## config.mk

```make
export PLATFORM = sky130hd
export DESIGN_NAME = game_mode_ctrl
export DESIGN_NICKNAME = d
export VERILOG_FILES = /design/src/rtl/game_pkg.sv /design/src/rtl/btn_debounce.sv /design/src/rtl/game_mode_ctrl.sv
export SDC_FILE = /design/constraint.sdc
export NUM_CORES = 1
export LEC_CHECK = 0
export ABC_AREA = 1
export CAP_MARGIN = 10
export CORE_UTILIZATION = 40
export DETAILED_ROUTE_END_ITERATION = 8
export PLACE_DENSITY_LB_ADDON = 0.25
export SLEW_MARGIN = 20
export SYNTH_ARGS = -nofsm -noshare
export SYNTH_HDL_FRONTEND = slang
export SYNTH_HIERARCHICAL = 1
export SYNTH_SLANG_ARGS = --single-unit
```

## constraint.sdc

```tcl
create_clock -name clk -period 2.9 [get_ports clk]
set_clock_uncertainty 0.15 [all_clocks]
set_input_delay 0.58 -clock clk [delete_from_list [all_inputs] [get_ports clk]]
set_output_delay 0.58 -clock clk [all_outputs]
set_load 0.05 [all_outputs]
```

## src/rtl/game_pkg.sv

```systemverilog
// Shared game screen constants: mode encodings decoded by the compositor and
// the sequencer's logical state type.
package game_pkg;

    localparam int unsigned MODE_W     = 3;
    localparam int unsigned OVER_CNT_W = 5;

    localparam logic [MODE_W-1:0] MODE_START = 3'd0;
    localparam logic [MODE_W-1:0] MODE_PLAY  = 3'd1;
    localparam logic [MODE_W-1:0] MODE_PAUSE = 3'd2;
    localparam logic [MODE_W-1:0] MODE_OVER  = 3'd3;

    typedef enum logic [1:0] {
        ST_START = 2'd0,
        ST_PLAY  = 2'd1,
        ST_PAUSE = 2'd2,
        ST_OVER  = 2'd3
    } game_state_e;

    function automatic logic [MODE_W-1:0] state_to_mode(input game_state_e s);
        case (s)
            ST_PLAY:  return MODE_PLAY;
            ST_PAUSE: return MODE_PAUSE;
            ST_OVER:  return MODE_OVER;
            default:  return MODE_START;
        endcase
    endfunction

endpackage

```

## src/rtl/btn_debounce.sv

```systemverilog
// Raw button conditioner: 2-flop synchronizer, stable-level debouncer and
// one-cycle press pulse on the debounced rising edge.
module btn_debounce #(
    parameter int unsigned DEBOUNCE_CYCLES = 250000
) (
    input  logic clk,
    input  logic rst,
    input  logic btn,
    output logic press
);

    localparam int unsigned CNT_W = (DEBOUNCE_CYCLES > 1) ? $clog2(DEBOUNCE_CYCLES) : 1;

    logic             sync_q1;
    logic             sync_q2;
    logic [CNT_W-1:0] cnt;
    logic             level;
    logic             level_d;

    always_ff @(posedge clk or posedge rst) begin
        if (rst) begin
            sync_q1 <= 1'b0;
            sync_q2 <= 1'b0;
        end else begin
            sync_q1 <= btn;
            sync_q2 <= sync_q1;
        end
    end

    // Level flips only after DEBOUNCE_CYCLES consecutive disagreeing samples.
    always_ff @(posedge clk or posedge rst) begin
        if (rst) begin
            cnt   <= '0;
            level <= 1'b0;
        end else if (sync_q2 == level) begin
            cnt <= '0;
        end else if (cnt == CNT_W'(DEBOUNCE_CYCLES - 1)) begin
            cnt   <= '0;
            level <= sync_q2;
        end else begin
            cnt <= cnt + CNT_W'(1);
        end
    end

    always_ff @(posedge clk or posedge rst) begin
        if (rst) begin
            level_d <= 1'b0;
            press   <= 1'b0;
        end else begin
            level_d <= level;
            press   <= level & ~level_d;
        end
    end

endmodule

```

## src/rtl/game_mode_ctrl.sv

```systemverilog
// START/PLAY/PAUSE/OVER game sequencer with frame-aligned mode publication.
// Optional GAME_AUTO_RESTART_EN: OVER returns to START after OVER_HOLD_TICKS.
module game_mode_ctrl
    import game_pkg::*;
#(
    parameter int unsigned DEBOUNCE_CYCLES = 250000,
    parameter int unsigned MIN_OVER_TICKS  = 4,
    parameter int unsigned OVER_HOLD_TICKS = 12
) (
    input  logic              clk,
    input  logic              rst,
    input  logic              tick_4hz,
    input  logic              frame_start,
    input  logic              btn_start,
    input  logic              btn_pause,
    input  logic              game_over_evt,
    output logic [MODE_W-1:0] mode,
    output logic              mode_chg,
    output logic              play_en,
    output logic              blink
);

`ifdef GAME_AUTO_RESTART_EN
    localparam logic AUTO_RESTART = 1'b1;
`else
    localparam logic AUTO_RESTART = 1'b0;
`endif

    logic                  start_press;
    logic                  pause_press;
    game_state_e           state;
    game_state_e           state_nxt;
    logic [OVER_CNT_W-1:0] over_cnt;
    logic [OVER_CNT_W-1:0] over_cnt_nxt;
    logic                  blink_nxt;
    logic                  over_exit;
    logic [MODE_W-1:0]     state_mode;

    btn_debounce #(.DEBOUNCE_CYCLES(DEBOUNCE_CYCLES)) u_start_db (
        .clk   (clk),
        .rst   (rst),
        .btn   (btn_start),
        .press (start_press)
    );

    btn_debounce #(.DEBOUNCE_CYCLES(DEBOUNCE_CYCLES)) u_pause_db (
        .clk   (clk),
        .rst   (rst),
        .btn   (btn_pause),
        .press (pause_press)
    );

    // Early start presses in OVER are dropped, not remembered.
    assign over_exit = (start_press && (over_cnt >= OVER_CNT_W'(MIN_OVER_TICKS)))
                     || (AUTO_RESTART && (over_cnt == OVER_CNT_W'(OVER_HOLD_TICKS)));

    assign state_mode = state_to_mode(state);

    always_ff @(posedge clk or posedge rst) begin
        if (rst) begin
            state    <= ST_START;
            over_cnt <= '0;
            blink    <= 1'b1;
            play_en  <= 1'b0;
        end else begin
            state    <= state_nxt;
            over_cnt <= over_cnt_nxt;
            blink    <= blink_nxt;
            play_en  <= (state_nxt == ST_PLAY);
        end
    end

    always_comb begin
        state_nxt    = state;
        over_cnt_nxt = over_cnt;
        blink_nxt    = blink;

        case (state)
            ST_START: if (start_press) state_nxt = ST_PLAY;
            ST_PLAY: begin
                if (game_over_evt)    state_nxt = ST_OVER;
                else if (pause_press) state_nxt = ST_PAUSE;
            end
            ST_PAUSE: if (start_press || pause_press) state_nxt = ST_PLAY;
            ST_OVER:  if (over_exit) state_nxt = ST_START;
            default:  state_nxt = ST_START;
        endcase

        // A transition overrides any coincident tick.
        if (state_nxt != state) begin
            blink_nxt = 1'b1;
            if (state_nxt == ST_OVER) over_cnt_nxt = '0;
        end else if ((state == ST_START) || (state == ST_PAUSE)) begin
            if (tick_4hz) blink_nxt = ~blink;
        end else begin
            blink_nxt = 1'b1;
            if ((state == ST_OVER) && tick_4hz && (over_cnt != {OVER_CNT_W{1'b1}}))
                over_cnt_nxt = over_cnt + OVER_CNT_W'(1);
        end
    end

    // Mode only moves on frame boundaries so overlays never tear.
    always_ff @(posedge clk or posedge rst) begin
        if (rst) begin
            mode     <= MODE_START;
            mode_chg <= 1'b0;
        end else begin
            mode_chg <= 1'b0;
            if (frame_start) begin
                mode     <= state_mode;
                mode_chg <= (mode != state_mode);
            end
        end
    end

endmodule

```

# Yosys cells after proc, flatten, opt, wreduce, memory -nomap -nowiden
# Cells that the tools add are included.
# word_totals
elab_cells,73
ramBits,0
input_bits,7
latchBits,0
romBits,0
n_memories,0
register_bits,59
# op_classes
shift,0
order_cmp,1
n_eq_ne,15
n_bitwise,7
reduce_logical,10
div_mod_pow,0
muxes,19
add_sub_neg,3
n_mul,0
# op_table
op,count
$mux 18,4
$add 18x1->18 const B,2
$eq 18x18->1 const B,2
$mux 5,4
$mux 2,5
$pmux 2 s4,1
$eq 2x2->1 const B,3
$pmux 2 s3,1
$add 5x1->5 const B,1
$ge 5x3->1 const B,1
$ne 5x5->1 const B,1
$not 1->1,5
$eq 2x1->1 const B,2
$mux 1,4
$reduce_and 2->1,2
$logic_and 1x1->1,3
$ne 3x3->1,1
$ne 3x3->1 const B,1
$reduce_and 3->1,1
$and 1x1->1,2
$eq 1x1->1,2
$logic_not 2->1,1
$logic_or 1x1->1,2
$ne 2x1->1 const B,1
other kinds (3),3

# Depth between registers and ports, before layout
# Gate-level depths: netlist of run 1.
# logic_depth
depth_word,7
ltp_mapped,12
ltp_nobuf,12

# Hierarchy
# The synthesis of run 1 kept the hierarchy.
# modules_own_cells
module,cells_per_inst,area_per_inst_um2,instances,seq_area_each_um2
btn_debounce,139,1162.4,2,575.6
game_mode_ctrl,95,770.7,1,301.5

# Worst setup path after synthesis of run 1
# No wires, ideal clock.
# synth_timing
path_type,input port to flip-flop
start,input game_over_evt
end,register over_cnt[3]
path_stages,9
arrival_time_ns,1.293
t_required_ns,2.633
setup_time_ns,0.117
path_slack_ns,1.341
cell_sequence,nor2_1 > nor2_1 > nor2_1 > nand3_1 > nand3_2 > nand3_2 > nand2_2 > nand2_1 > nand2_1
# synth_via
elab_chain_cells,5
# synth_rtl
element,line_no,text
from (decl),game_mode_ctrl.sv:16,"input logic game_over_evt,"
$mux 2 (*),game_mode_ctrl.sv:81,if (game_over_evt) state_nxt = ST_OVER;
$pmux 2 s4 (*),game_mode_ctrl.sv:78,case (state)
$ne 2x2->1 / $eq 2x2->1 (equally long branches),"game_mode_ctrl.sv:90, game_mode_ctrl.sv:92",
$ne 2x1->1 (no line) (tied with other cells),--,
$reduce_and 3->1 (no line),--,
to (signal assigned),game_mode_ctrl.sv:67,over_cnt <= over_cnt_nxt;
to (decl),game_mode_ctrl.sv:33,logic [OVER_CNT_W-1:0] over_cnt;
# Every way passes the cells marked *; elsewhere a longest branch is shown, timed or not.
# A chain may end at the register's enable or synchronous reset.

# Worst setup path in the final report of run 1
# layout_timing
start,register blink
end,output blink
# layout_lines
element,line_no,text
from (decl),game_mode_ctrl.sv:20,output logic blink
from (signal assigned),game_mode_ctrl.sv:68,blink <= blink_nxt;
# No word-level cell between the ends.

==> results.py, run 1 <==
metrics = {
    "outcome": {
        "status": "complete, no violations",
    },
    "sta": {
        "finalCritPeriodShare": 0.8234,
        "setup_violations": 0,
        "slew_headroom": 0.6219,
        "drv_slew": 0,
        "worstMarginPinSlew_ns": 0.5644,
        "rsz0062_at_grt": "no",
        "finalWorstSetupSlack_ns": 0.5122,
        "fin_crit_ns": 2.388,
        "hold_viol": 0,
        "fmax_mhz": 418.8,
        "final.setup.tns_ns": 0,
    },
    "setup_path": {
        "critPathTopFamily": "buffers and inverters",
        "critPathSlowestCell": "clkdlybuf4s50_1",
        "cp-end-kind": "output port",
        "path_class": "flip-flop to output port",
        "cp.arrival_ns": 1.66,
        "cp.required_ns": 2.17,
        "cp_max_fo": 2,
        "slowest_delay_ns": 0.80,
        "path_buf_inv": 1,
        "critPathLaunchType": "flip-flop",
        "crit_chain": "clkdlybuf4s50_1",
    },
    "yosys": {
        "synth-seq-area-share": 0.4693,
        "synth_top_area_frac": 0.4608,
        "synth_seq_cells": 58,
        "syn_area_mm2": 0.003095,
        "synth_area_leaders": "dfrtp_1, nor2_1, nand2_1",
        "synth_top_area_cell": "dfrtp_1",
        "syn_inst": 373,
        "syn-num-nets": 385,
        "syn_avg_cell_area_um2": 8.299,
        "yosysWarnings": 6,
        "synth_cell_type_count": 27,
    },
    "global_routing": {
        "grt_usage": 0.1585,
        "grt_pass1_vias": 2332,
        "gr-total-overflow": 0,
        "grt_pass1_wl_um": 10340,
        "grt_max_degree": 24,
        "antenna_found_initial": 0,
    },
    "floorplan": {
        "core_mm2": 0.007370,
        "fp.dieW_um": 89.97,
        "num_rows": 31,
        "die-area_mm2": 0.008095,
        "die_h_um": 89.97,
        "io_pins": 13,
        "initial_utilization": 0.4200,
    },
    "clocking": {
        "clock_latency_ns": 0.33,
        "tritoncts": "yes",
        "post-cts-setup-buffer-count": 0,
        "ctsRootBufferMaster": "clkbuf_8",
        "numCtsBuffers": 9,
        "clkTransAtPathRegs_ns": 0.06,
        "htreeDepth": 3,
        "cts.repair.resized": 0,
        "clockBufferDepth": 2,
        "cts_num_sinks": 58,
        "hold_buffers": 0,
    },
    "layout": {
        "fill_cells": 736,
        "layout.nets": 408,
        "syn2layout_area_growth_pct": 14.39,
        "antennaDiodeCount": 0,
        "drive_gt1_frac": 0.1400,
    },
    "power_and_ir_drop": {
        "total_power_uw": 2323,
        "irDropWorstVdd_mv": 0.2482,
        "p_leak_uw": 0.001610,
        "powerDensity_mw_per_mm2": 655.9,
    },
    "min_path": {
        "hold_path_class": "flip-flop to flip-flop",
    },
    "placed_design": {
        "port_buffers": 11,
        "dp_slack_ns": 0.6916,
        "hpwl_um": 4117,
        "gp_congestion": 0.8420,
    },
    "route": {
        "ant_nets": 0,
        "firstDrtPassIters": 4,
        "vias": 2344,
        "initialDrtViolationCount": 124,
        "viasPerCell": 4.697,
        "routed_wl_um": 5521,
        "wl_per_cell_um": 11.06,
        "drc": 0,
    },
    "job": {
        "drv_cap": 0,
    },
}
path summary, 6_finish.rpt:
| path | startpoint | end | slack, ns | depth (start not counted) |
|---|---|---|---|---|
| worst max-delay path | blink | blink | 0.51 | 1 |
| worst min-delay path | u_pause_db/sync_q1 | u_pause_db/sync_q2 | 0.20 | 0 |
| worst max register to register | state[0] | over_cnt[2] | 1.23 | 10 |
| worst min register to register | u_pause_db/sync_q1 | u_pause_db/sync_q2 | 0.20 | 0 |
| max in group asynchronous | rst | u_pause_db/cnt[5] | 1.69 | 3 |
| min in group asynchronous | rst | u_pause_db/cnt[8] | 0.41 | 2 |
kinds of logic (layout without fill, tap and decap cells):
logic type	after synthesis	count (layout)	synth area share
AOI/OAI and AO/OA	19	19	0.03516
xor gates and xnor gates	27	27	0.08124
adders and majority gates	5	5	0.02021
buffers and inverters	48	75	0.05942
DFF	58	58	0.4693
other	1	1	0.001211
and+or+nand+nor	215	215	0.3335
registers in the layout (all words and copies together) (netlist names), 2 cells and up:
register / count
u_pause_db/cnt: 18
u_start_db/cnt: 18
over_cnt: 5
mode: 2
state: 2
Yosys cell counts:
library cell	instances
o21ai_2	1
nand3_2	3
nor2_4	8
nand3_1	34
nor2_8	1
nor3_1	2
xnor2_1	12
dfrtp_1	57
inv_1	40
nand2_4	6
nand2_1	64
xor2_1	13
a21boi_0	2
clkinv_1	1
dfstp_2	1
ha_1	5
nand4_1	4
nor2_1	81
xnor2_2	2
nor2_2	4
conb_1	1
buf_4	1
o21ai_0	2
o21bai_1	2
inv_2	6
a21oi_1	12
nand2_2	8
metal layers:
metal  share of wire  GRT usage
met1            0.50     0.2098
met2            0.44     0.2429
met4           0.021    0.08065
met3           0.038    0.03723
met5               0          0
per-stage QoR:
stage / std cells / utilization / area [µm²] / hold WS [ns]
6_report: 499 / 0.4805 / 3541 / 0.1975
3_5_place_dp: 484 / 0.4528 / 3337 / 0.1864
2_1_floorplan: 373 / - / 3095 / 0.1812
5_1_grt: 499 / 0.4805 / 3541 / 0.2208
3_3_place_gp: 484 / 0.4528 / 3337 / 0.1850
4_1_cts: 499 / 0.4805 / 3541 / 0.2006
power by group:
group / total (µW) / leakage, µW / switching, µW / internal [µW]
clock network: 759 / 0.000106 / 297 / 461
logic: 624 / 0.000725 / 414 / 210
registers: 939 / 0.000779 / 62.6 / 877
total: 2320 / 0.00161 / 774 / 1550
cell type report:
| cell class | instances | area, µm² | share of cell area |
|---|---|---|---|
| multi-input cells | 267 | 1459 | 0.4120 |
| clock buffers | 13 | 168.9 | 0.04770 |
| repair buffers | 13 | 125.1 | 0.03534 |
| inverters | 47 | 176.4 | 0.04982 |
| well taps | 99 | 123.9 | 0.03498 |
| flip-flops and latches | 58 | 1453 | 0.4102 |
| clock inverters | 2 | 35.03 | 0.009894 |
cells in the final DEF (no fill, tap or decap):
cell type,count
o21ai_2,1
inv_1,40
nor3_1,2
xnor2_2,2
nand2_4,6
ha_1,5
clkdlybuf4s50_1,11
buf_4,2
bufinv_16,1
a21boi_0,2
clkinv_1,1
o21bai_1,2
nor2_4,8
xor2_1,13
clkbuf_1,1
nor2_8,1
clkinv_2,1
nor2_2,4
nand2_2,8
inv_2,6
xnor2_1,12
clkbuf_8,12
dfstp_2,1
o21ai_0,2
nand4_1,4
nand2_1,64
dfrtp_1,57
nand3_2,3
conb_1,1
a21oi_1,12
nand3_1,34
nor2_1,81
No activity file was read; power rests on OpenSTA's default activity.
==> inputs of run 2 (changes only) <==
==> constraint.sdc (replaced) <==
create_clock -name clk -period 2 [get_ports clk]
set_clock_uncertainty 0.15 [all_clocks]
set_input_delay 0.4 -clock clk [delete_from_list [all_inputs] [get_ports clk]]
set_output_delay 0.4 -clock clk [all_outputs]
set_load 0.05 [all_outputs]
==> results.py, run 2 (synthesis gave the netlist of run 1 again) <==
metrics = {
    "outcome": {
        "status": "complete, no violations",
    },
    "setup_path": {
        "endpoint": "over_cnt[3]",
        "cp.required_ns": 2.07,
        "regToRegEndpoint": "over_cnt[3]",
        "path_class": "input port to flip-flop",
        "critPathLaunchType": "input port",
        "cp-end-kind": "flip-flop",
        "reg2reg_depth": 10,
        "crit_path_start": "game_over_evt",
        "cp_max_fo": 6,
        "r2r_setup_slack_ns": 0.30,
        "reg2reg_from": "state[0]",
        "cp.arrival_ns": 1.78,
    },
    "layout": {
        "drive_gt1_frac": 0.1563,
        "utilization": 0.4767,
        "top_regs": "u_pause_db/cnt (18), u_start_db/cnt (18), over_cnt (5)",
        "antennaDiodeCount": 0,
        "design_area_mm2": 0.003513,
        "finalNonFillerCells": 502,
        "layout.nets": 410,
        "final_common_cell": "nor2_1",
        "syn2layout_area_growth_pct": 13.50,
        "layout_common_cells": "nor2_1, nand2_1, dfrtp_1, inv_1, nand3_1",
    },
    "global_routing": {
        "grt_pass1_wl_um": 10230,
        "grt_use_met1": 0.2181,
        "grtUsageMet2": 0.2391,
        "met3_usage": 0.03638,
        "gr-total-overflow": 0,
        "antenna_found_initial": 0,
        "grt-busiest-layer": "met2",
        "grt_pass1_vias": 2290,
        "grt_max_degree": 24,
        "grt_usage": 0.1596,
    },
    "floorplan": {
        "core_mm2": 0.007370,
        "fp.dieW_um": 89.97,
        "io_pins": 13,
        "die-area_mm2": 0.008095,
        "num_rows": 31,
        "initial_utilization": 0.4200,
        "die_h_um": 89.97,
    },
    "clocking": {
        "tritoncts": "yes",
        "hold_buffers": 0,
        "clock_latency_ns": 0.33,
        "cts_num_sinks": 58,
        "clockBufferDepth": 2,
        "cts.repair.resized": 0,
        "numCtsBuffers": 9,
        "post-cts-setup-buffer-count": 0,
        "clkTransAtPathRegs_ns": 0.06,
        "ctsRootBufferMaster": "clkbuf_8",
        "htreeDepth": 3,
    },
    "power_and_ir_drop": {
        "irDropWorstVdd_mv": 0.4332,
        "powerDensity_mw_per_mm2": 911.7,
        "p_leak_uw": 0.001611,
    },
    "job": {
        "drv_cap": 0,
    },
    "route": {
        "initialDrtViolationCount": 127,
        "viasPerCell": 4.661,
        "wl_per_cell_um": 11.26,
        "ant_nets": 0,
        "routed_wl_um": 5655,
        "firstDrtPassIters": 4,
        "vias": 2340,
        "drc": 0,
    },
    "sta": {
        "hold_viol": 0,
        "drv_slew": 0,
        "rsz0062_at_grt": "no",
        "finalWorstSetupSlack_ns": 0.2952,
        "fin_crit_ns": 1.705,
        "finalCritPeriodShare": 0.8524,
        "fmax_mhz": 586.6,
        "final.setup.tns_ns": 0,
        "setup_violations": 0,
    },
    "placed_design": {
        "dp_slack_ns": -0.02985,
        "port_buffers": 11,
        "dp.cells": 486,
        "hpwl_um": 4189,
        "gp_congestion": 0.8842,
        "placed_area_mm2": 0.003339,
    },
    "min_path": {
        "hold_path_class": "flip-flop to flip-flop",
    },
}
==> run 2: changes by cell type in the layout (fill, tap and decap cells not counted) <==
cell and change:
buf_4 +7, bufinv_16 -1, clkbuf_1 +1, clkbuf_8 -1, clkdlybuf4s50_1 -5, clkinv_2 +2
==> run 2: through the flow <==
step	total power [µW]	hold slack [ns]
finish	3203	0.1993
global route	3400	0.2054
CTS	3243	0.1999
detailed placement	2284	0.1847
global placement	2268	0.1851
floorplan	2080	0.1140
==> run 2: power by group <==
part           leakage [µW]  switching, µW  internal [µW]
clock network     0.0000932            436            511
registers          0.000779           91.5           1270
logic              0.000739            599            294
==> run 2: worst min-delay path by stage <==
stage | start | end | depth (start not counted)
after floorplan | rst | mode[0] | 1
after global placement | u_pause_db/sync_q1 | u_pause_db/sync_q2 | 0
after detailed placement | u_pause_db/sync_q1 | u_pause_db/sync_q2 | 0
after CTS | u_pause_db/sync_q1 | u_pause_db/sync_q2 | 0
after global routing | u_pause_db/sync_q1 | u_pause_db/sync_q2 | 0
final | u_pause_db/sync_q1 | u_pause_db/sync_q2 | 0
==> run 2: layer usage <==
layer	vias up	part of all wire
met3	9	0.031
met4	0	0.019
met2	38	0.44
li1	1199	-
met1	1094	0.51
met5	-	0
==> run 2: cell type report <==
cell class | instances | area [µm²]
Timing Repair Buffer | 15 | 127.6
Tap cell | 99 | 123.9
Clock buffer | 13 | 158.9
Multi-Input combinational cell | 267 | 1459
Fill cell | 744 | 3856
Clock inverter | 3 | 15.01
Sequential cell | 58 | 1453
Inverter | 47 | 176.4
==> run 2: worst max-delay path, cell delays in order <==
cell             delay [ns]
clkdlybuf4s50_1        0.51
nor2_1                 0.05
nor2_1                 0.18
nor2_1                 0.07
nand3_1                0.08
nand3_2                0.14
nand3_2                0.16
nand2_2                0.07
nand2_1                0.06
nand2_1                0.05
